==> config.mk <==
export PLATFORM = sky130hd
export DESIGN_NAME = table_mealy_fsm
export DESIGN_NICKNAME = d
export VERILOG_FILES = /design/src/rtl/fsm_tbl_pkg.sv /design/src/rtl/fsm_table_ram.sv /design/src/rtl/table_mealy_fsm.sv
export SDC_FILE = /design/constraint.sdc
export NUM_CORES = 1
export LEC_CHECK = 0
export BUFFER_PORTS_ARGS = -buffer_cell sky130_fd_sc_hd__buf_2
export CORE_AREA = 2 2 125 127
export CTS_CLUSTER_SIZE = 28
export DETAILED_ROUTE_END_ITERATION = 16
export DIE_AREA = 0 0 127 129
export GPL_TIMING_DRIVEN = 0
export PLACE_DENSITY = 0.44
export RECOVER_POWER = 100
export SLEW_MARGIN = 15
export SYNTH_ARGS = -nofsm -noshare
export SYNTH_HDL_FRONTEND = slang
export SYNTH_SLANG_ARGS = --single-unit
==> constraint.sdc <==
create_clock -name clk -period 3.08 [get_ports clk]
set_input_delay 0 -clock clk [delete_from_list [all_inputs] [get_ports clk]]
set_output_delay 0 -clock clk [all_outputs]
set_load 0.05 [all_outputs]
==> src/rtl/fsm_tbl_pkg.sv <==
// fsm_tbl_pkg: shared helpers for the table-driven Mealy FSM
package fsm_tbl_pkg;
  function automatic logic [63:0] defaultEntry(input int row, input int outW);
    return 64'(row) << outW;
  endfunction
  function automatic logic [63:0] satInc(input logic [63:0] v, input int w);
    logic [63:0] top;
    top = (64'(1) << w) - 64'(1);
    return (v >= top) ? top : v + 64'(1);
  endfunction
endpackage

==> src/rtl/fsm_table_ram.sv <==
// fsm_table_ram: transition/output register array, sync write, hold-all reset, comb read
module fsm_table_ram import fsm_tbl_pkg::*; #(
  parameter int N_STATES = 8,
  parameter int IN_W = 1,
  parameter int OUT_W = 1,
  parameter int SW = 3
) (
  input  logic                clk,
  input  logic                reset,
  input  logic                we,
  input  logic [SW-1:0]       wState,
  input  logic [IN_W-1:0]     wIn,
  input  logic [SW+OUT_W-1:0] wData,
  input  logic [SW-1:0]       rState,
  input  logic [IN_W-1:0]     rIn,
  output logic [SW+OUT_W-1:0] rData
);
  localparam int EW = SW + OUT_W;
  logic [EW-1:0] mem [N_STATES][2**IN_W];
  assign rData = mem[rState][rIn];
  always_ff @(posedge clk)
    if (reset) begin
      for (int r = 0; r < N_STATES; r++)
        for (int c = 0; c < 2**IN_W; c++)
          mem[r][c] <= EW'(defaultEntry(r, OUT_W));
    end else if (we) begin
      mem[wState][wIn] <= wData;
    end
endmodule

==> src/rtl/table_mealy_fsm.sv <==
// table_mealy_fsm: runtime-loadable Mealy FSM with accept pulse, saturating counter, cfg error flag
module table_mealy_fsm import fsm_tbl_pkg::*; #(
  parameter int N_STATES = 8,
  parameter int IN_W = 1,
  parameter int OUT_W = 1,
  parameter int RESET_STATE = 0,
  parameter int ACCEPT_STATE = 7,
  parameter int CNT_W = 16,
  localparam int SW = $clog2(N_STATES)
) (
  input  logic             clk,
  input  logic             reset,
  input  logic             en,
  input  logic [IN_W-1:0]  x,
  input  logic             cfg_we,
  input  logic [SW-1:0]    cfg_state,
  input  logic [IN_W-1:0]  cfg_in,
  input  logic [SW-1:0]    cfg_next,
  input  logic [OUT_W-1:0] cfg_out,
  output logic [OUT_W-1:0] y,
  output logic [SW-1:0]    currentState,
  output logic [SW-1:0]    nextState,
  output logic             accept,
  output logic             cfg_err,
  output logic [CNT_W-1:0] trans_cnt
);
  localparam logic [SW:0] NS = (SW+1)'(N_STATES);
  localparam logic [SW-1:0] RST = SW'(RESET_STATE);
  localparam logic [SW-1:0] ACC = SW'(ACCEPT_STATE);
  logic [SW+OUT_W-1:0] entry;
  logic legal;
  // out-of-range rows or targets are only reachable when N_STATES is not a power of 2
  assign legal = ({1'b0, cfg_state} < NS) && ({1'b0, cfg_next} < NS);
  assign y = entry[OUT_W-1:0];
  assign nextState = en ? entry[SW+OUT_W-1:OUT_W] : currentState;
  fsm_table_ram #(.N_STATES(N_STATES), .IN_W(IN_W), .OUT_W(OUT_W), .SW(SW)) u_ram (
    .clk(clk),
    .reset(reset),
    .we(cfg_we && legal),
    .wState(cfg_state),
    .wIn(cfg_in),
    .wData({cfg_next, cfg_out}),
    .rState(currentState),
    .rIn(x),
    .rData(entry)
  );
  always_ff @(posedge clk)
    if (reset) begin
      currentState <= RST;
      accept <= 1'b0;
      cfg_err <= 1'b0;
      trans_cnt <= '0;
    end else begin
      currentState <= nextState;
      accept <= en && nextState == ACC && currentState != ACC;
      cfg_err <= cfg_err || (cfg_we && !legal);
      trans_cnt <= (nextState != currentState) ? CNT_W'(satInc(64'(trans_cnt), CNT_W)) : trans_cnt;
    end
endmodule

After elaboration in Yosys (flattened, before gate mapping). Memory sizes are Yosys's and may differ from the RTL's. A register that Yosys moved wholly into a read port is not among the register bits. Cells that the tools add are included.

Bits in latches: 0. Output and inout port bits: 25. Memory bits (read-only): 0. Register bits after elaboration: 20. Memories: 1. Word-level logic and storage cells: 34. RAM bits: 64.

Div/mod/pow operators: 0. Add/subtract/negate cells: 1. Reduce and logical (&&, ||, !) cells: 4. Bitwise gates (word level): 2. Muxes and demuxes: 16. Magnitude comparators: 4. Equality and inequality tests: 3. Shift-type cells: 0. Multiply operators: 0.

Memories: u_ram.mem (depth 8, bits a word 8, rd ports 1, clocked after memory_dff 1, wr ports 8, RTL line fsm_table_ram.sv:19) `logic [EW-1:0] mem [N_STATES][2**IN_W];`.

Operator list (count): 2-to-1 mux 8 bit (3); adder 16 x 1 -> 16 bit (second input constant) (1); greater-or-equal comparator 16 bit (second input constant) (1); 2-to-1 mux 16 bit (1); 2-to-1 mux 4 bit (4); 2-to-1 mux 3 bit (3); OR reduction 8 bit (1); demux 4 bit (select 1 bit) (1); greater-or-equal comparator 2 bit (second input constant) (2); 2-to-1 mux 1 bit (4); inverter 1 -> 2 bit (2); == test 3 bit (second input constant) (1); logical AND 1 bit (3); != test 3 bit (1); != test 3 bit (second input constant) (1); less-than comparator 2 x 1 -> 1 bit (second input constant) (1).

Longest topological paths before layout.
Depth in word-level cells: 8. Depth in mapped cells: 10. Mapped depth without buffers: 6.

Modules after synthesis. From an unflattened synthesis, not the netlist that was laid out.

Cells, all modules: 323. Area, all modules: 4090.2 um2.

By module, submodules not included: fsm_table_ram (seq. area each 1921.8 um2, instances 1, area an instance 3086.7 um2, cells each 218); table_mealy_fsm (seq. area each 400.4 um2, instances 1, area an instance 1003.5 um2, cells each 105).

Least setup slack after synthesis. OpenSTA, ideal clock, no wires.

Kind: register -> register. From: register currentState[2] (netlist name). To: register currentState[0]. Required time: 2.959 ns. Setup time: 0.121 ns. Data arrival time: 2.811 ns. Slack: 0.148 ns. Stages on the path, launching flop included: 10. Cells stage by stage: dfxtp_1 > buf_6 > buf_2 > buf_2 > mux2i_1 > mux4_2 > nor2_1 > o21ai_0 > o21ai_0 > and2_1.

RTL lines: end signal, assigned (RTL line table_mealy_fsm.sv:54) `currentState <= nextState;`; end, declared (RTL line table_mealy_fsm.sv:21) `output logic [SW-1:0] currentState,`.

Worst setup path after layout.
From: register currentState[0]. To: register trans_cnt[7].

Cells in the longest elaborated chain, start to end: 2.

Ends and longest elaborated chain: 2-to-1 mux 3 bit (RTL line table_mealy_fsm.sv:35) `assign nextState = en ? entry[SW+OUT_W-1:OUT_W] : currentState;`; != test 3 bit * (RTL line table_mealy_fsm.sv:57) `trans_cnt <= (nextState != currentState) ? CNT_W'(satInc(64'(trans_cnt), CNT_W)) : trans_cnt;`; end signal, assigned (RTL line table_mealy_fsm.sv:57); end, declared (RTL line table_mealy_fsm.sv:25) `output logic [CNT_W-1:0] trans_cnt`.

Every way passes the cells marked *; elsewhere a longest branch is shown, timed or not. A chain may end at the register's enable or synchronous reset.

==> metrics.md <==
| Metric | Value |
|---|---|
| Number of inserted filler cells in the final layout | `1524` |
| Leading cell types in the layout, fill and taps excluded | `sky130_fd_sc_hd__edfxtp_1 (64), sky130_fd_sc_hd__clkbuf_1 (43), sky130_fd_sc_hd__and2_0 (22)` |
| Total of warnings raised by yosys | `0` |
| Sequential-to-total area share from yosys stat | `52.7%` |
| Share of power burned in the clock network | `37.2%` |
| Combinational fraction of design power | `18.2%` |
| Drt drc | `0` |
| Period utilization | `93.4%` |
| Launching point of the worst reg2reg path | `currentState[0]` |
| Worst path buffer plus inverter count | `2` |
| Clock root cell | `sky130_fd_sc_hd__clkbuf_16` |
| Worst reg2reg setup slack | `0.20 ns` |
| Share of flip-flops with an asynchronous set or reset | `0%` |
| Switching power share of the total | `29.1%` |
| Min-Delay Endpoint | `u_ram.mem[7][7]` |
| Final Hold Violating Endpoints | `0` |
| Starting density of the core | `29.4%` |
| Result of the run | `finished, final reports clean` |
| Die Ht | `129 um` |
| DP HPWL | `9.14 mm` |
| Depth of the worst register-to-register path | `7` |
| Final nets | `440` |
| Worst-case clock skew | `0.00667 ns` |
| Netlist area before placement | `4410 um2` |
| Detailed-route via count | `3282` |
| Number of max-capacitance violations reported | `0` |
| DP Worst Slack | `0.0352 ns` |
| Number of cells on the critical path | `7` |
| R2R Path End | `trans_cnt[7]` |
| Total setup violations reported at the end of the flow | `0` |
| Synth unique cells | `58` |
| Crit path from | `currentState[0]` |
| Internal portion of total power | `0.00208 W` |
| Class of the tightest hold or removal check | `input port to flop` |
| Smallest setup slack after layout | `0.202 ns` |
| Inserted Clock Buffers | `9` |
| Family with the most delay on the worst path | `multiplexers` |
| Number of synthesized flops with an enable pin | `64` |
| Clock net sink count | `84` |
| Leakage power of the design | `1.68 nW` |
| CP arrival | `3.11 ns` |
| Initial antenna violation count | `0` |
| Routability congestion estimate from global placement | `0.810` |
| Relative slew slack | `52.1%` |
| Clk_lat worst skew | `0.35 ns` |
| Fin cells | `619` |
| Unrepaired setup endpoints after global routing | `false` |
| Drt initial violations | `266` |
| Number of port buffers | `35` |
| Pwr Density | `578 nW/um2` |
| I/O pin count | `38` |
| Standard cell area after detailed placement | `4820 um2` |
| Average cell area after synthesis | `11.6 um2` |
| Global-route wire length before repair | `19.7 mm` |
| Largest stage delay, worst path | `0.60 ns` |
| Most common library cell in the layout ignoring fill and taps | `sky130_fd_sc_hd__edfxtp_1` |
| Transition time of the tightest slew-check pin | `0.711 ns` |
| Top_reg_cell synth | `sky130_fd_sc_hd__edfxtp_1` |
| Critical Path Slowest Stage Cell | `sky130_fd_sc_hd__mux4_2` |
| Post-Route Hold Slack | `0.0624 ns` |
| Post-CTS clock slew at the launch and capture registers of the worst setup and hold paths | `0.07 ns` |
| DIE AREA | `16400 um2` |
| CTS tree | `yes` |
| DIE WIDTH | `127 um` |
| CP startpoint kind | `flop` |
| Sum Neg Setup Slack | `0 ns` |
| Reg power frac | `44.6%` |
| Worst IR drop on VDD | `0.273 mV` |
| Via count of the first global-routing pass | `3357` |
| H-tree level count | `3` |
| Post-Synthesis Net Count | `393` |
| Synth Instances | `379` |
| Total detailed-routing wirelength | `12.5 mm` |
| Diodes inserted | `0` |
| Post-route cell area | `5090 um2` |
| Number of iterations in the first detailed-routing pass | `4` |
| Clock Tree Buf Depth | `2` |
| Critical path endpoint category | `flop` |
| Fin crit period | `2.88 ns` |
| Placed Cells incl. Taps | `602` |
| Largest net degree at the start of global routing | `15` |
| Floorplan Core Area | `15000 um2` |
| Crit path kind | `flop to flop` |
| Wire length per cell after detailed routing | `20.2 um` |
| Antenna Nets Post-Route | `0` |
| Layout cell share with drive strength beyond 1 | `16.0%` |
| Area growth from synthesis to layout | `15.6%` |
| Switch Pwr | `0.000857 W` |
| Number of pins exceeding their max-slew limit in the final report | `0` |
| Instance count along the most critical hold path | `2` |
| Maximum net fanout on the critical path | `7` |
| Overall track demand over capacity in global routing | `16.2%` |
| Std cell rows | `45` |
| Post-synthesis sequential element count | `84` |
| Total global routing overflow | `0` |
| Worst EP required | `3.31 ns` |
| Drt via density | `5.30` |
| Highest achievable clock rate | `0.348 GHz` |
| Hold Startpoint | `cfg_next[2]` |
| Worst path cell trace | `buf_2, clkinv_1, mux4_2, mux2_4, o31ai_4, a21oi_2, a2111oi_0` |
## per-layer routing
layer / GRT usage, % / vias up / part of all wire, % / wire [um]
met4: 5.17 / 0 / 2.0 / 246
li1: - / 1552 / - / -
met5: 0 / - / 0 / 0
met1: 20.8 / 1607 / 44 / 5500
met3: 4.20 / 17 / 6.0 / 748
met2: 27.1 / 106 / 48 / 6010
## synthesized netlist by cell type, types with 4 or more instances
| library cell | count | share of area (%) |
|---|---|---|
| sky130_fd_sc_hd__or2_2 | 4 | 0.57 |
| sky130_fd_sc_hd__mux2i_1 | 8 | 1.8 |
| sky130_fd_sc_hd__nor3_1 | 19 | 2.2 |
| sky130_fd_sc_hd__edfxtp_1 | 64 | 44 |
| sky130_fd_sc_hd__buf_2 | 4 | 0.45 |
| sky130_fd_sc_hd__dfxtp_1 | 20 | 9.1 |
| sky130_fd_sc_hd__inv_1 | 10 | 0.85 |
| sky130_fd_sc_hd__nand3_1 | 6 | 0.68 |
| sky130_fd_sc_hd__mux4_2 | 12 | 6.1 |
| sky130_fd_sc_hd__and3_1 | 13 | 1.8 |
| sky130_fd_sc_hd__nor4_1 | 5 | 0.71 |
| sky130_fd_sc_hd__nor2_1 | 17 | 1.4 |
| sky130_fd_sc_hd__and4_1 | 4 | 0.80 |
| sky130_fd_sc_hd__clkbuf_1 | 19 | 1.6 |
| sky130_fd_sc_hd__a221oi_1 | 4 | 0.80 |
| sky130_fd_sc_hd__and2_1 | 31 | 4.4 |
| sky130_fd_sc_hd__nand2_1 | 19 | 1.6 |
| sky130_fd_sc_hd__a311oi_1 | 4 | 0.80 |
| sky130_fd_sc_hd__or3_1 | 19 | 2.7 |
| sky130_fd_sc_hd__a211oi_1 | 6 | 1.0 |
| sky130_fd_sc_hd__a21oi_1 | 6 | 0.68 |
| sky130_fd_sc_hd__o21ai_0 | 16 | 1.8 |
| sky130_fd_sc_hd__mux2_2 | 11 | 2.8 |
## how the worst max path moves through the flow
stage and end:
2_1_floorplan currentState[0], 3_3_place_gp trans_cnt[5], 4_1_cts trans_cnt[2], 5_1_grt trans_cnt[7], 6_report trans_cnt[7], 3_5_place_dp trans_cnt[2]
## state kept, by name, indices dropped and copies added, names as in the netlist
| signal | flops |
|---|---|
| currentState | 3 |
| u_ram.mem | 64 |
| trans_cnt | 16 |
| accept | 1 |
## layout make-up
| class | count | area [um2] | area share (%) |
|---|---|---|---|
| plain buffers | 29 | 134 | 2.63 |
| clock buffers | 10 | 229 | 4.50 |
| clock inverters | 6 | 63.8 | 1.25 |
| inverters | 12 | 45.0 | 0.884 |
| multi-input cells | 254 | 1910 | 37.5 |
| flip-flops and latches | 84 | 2320 | 45.6 |
| well taps | 188 | 235 | 4.62 |
| repair buffers | 36 | 156 | 3.07 |
## power groups by stage
stage,logic (W),registers [W],clock network (W)
5_1_grt,0.000582,0.00132,0.00117
3_5_place_dp,0.000544,0.00134,0
3_3_place_gp,0.000543,0.00133,0
2_1_floorplan,0.000350,0.00136,0
6_report,0.000536,0.00131,0.00109
4_1_cts,0.000546,0.00131,0.00112
## cells by family (layout without fill, tap and decap cells)
kind of cell	count (synthesis)	count (layout)	synth area share (%)
DFF	84	84	52.7
muxes	34	34	12.3
buffers and inverters	41	93	4.03
adders and majority gates	1	1	0.284
other	1	1	0.0851
and+or+nand+nor	151	151	19.3
AOI/OAI and AO/OA	67	67	11.3
## what timing repair did
item                                    in CTS  in global routing
endpoints found under the setup margin       0                 12
buffers inserted                             0                  0
gates resized for setup                      0                  5
hold buffers                                 1                  0
hold endpoints to repair                     2                  0
## per-stage QoR
stage               total power (W)  util (%)
finish                      0.00294      34.0
global route                0.00307      34.0
CTS                         0.00297      34.2
detailed placement          0.00188      32.2
global placement            0.00188      32.2
floorplan                   0.00171         -
Power figures use the tool's default switching activity.
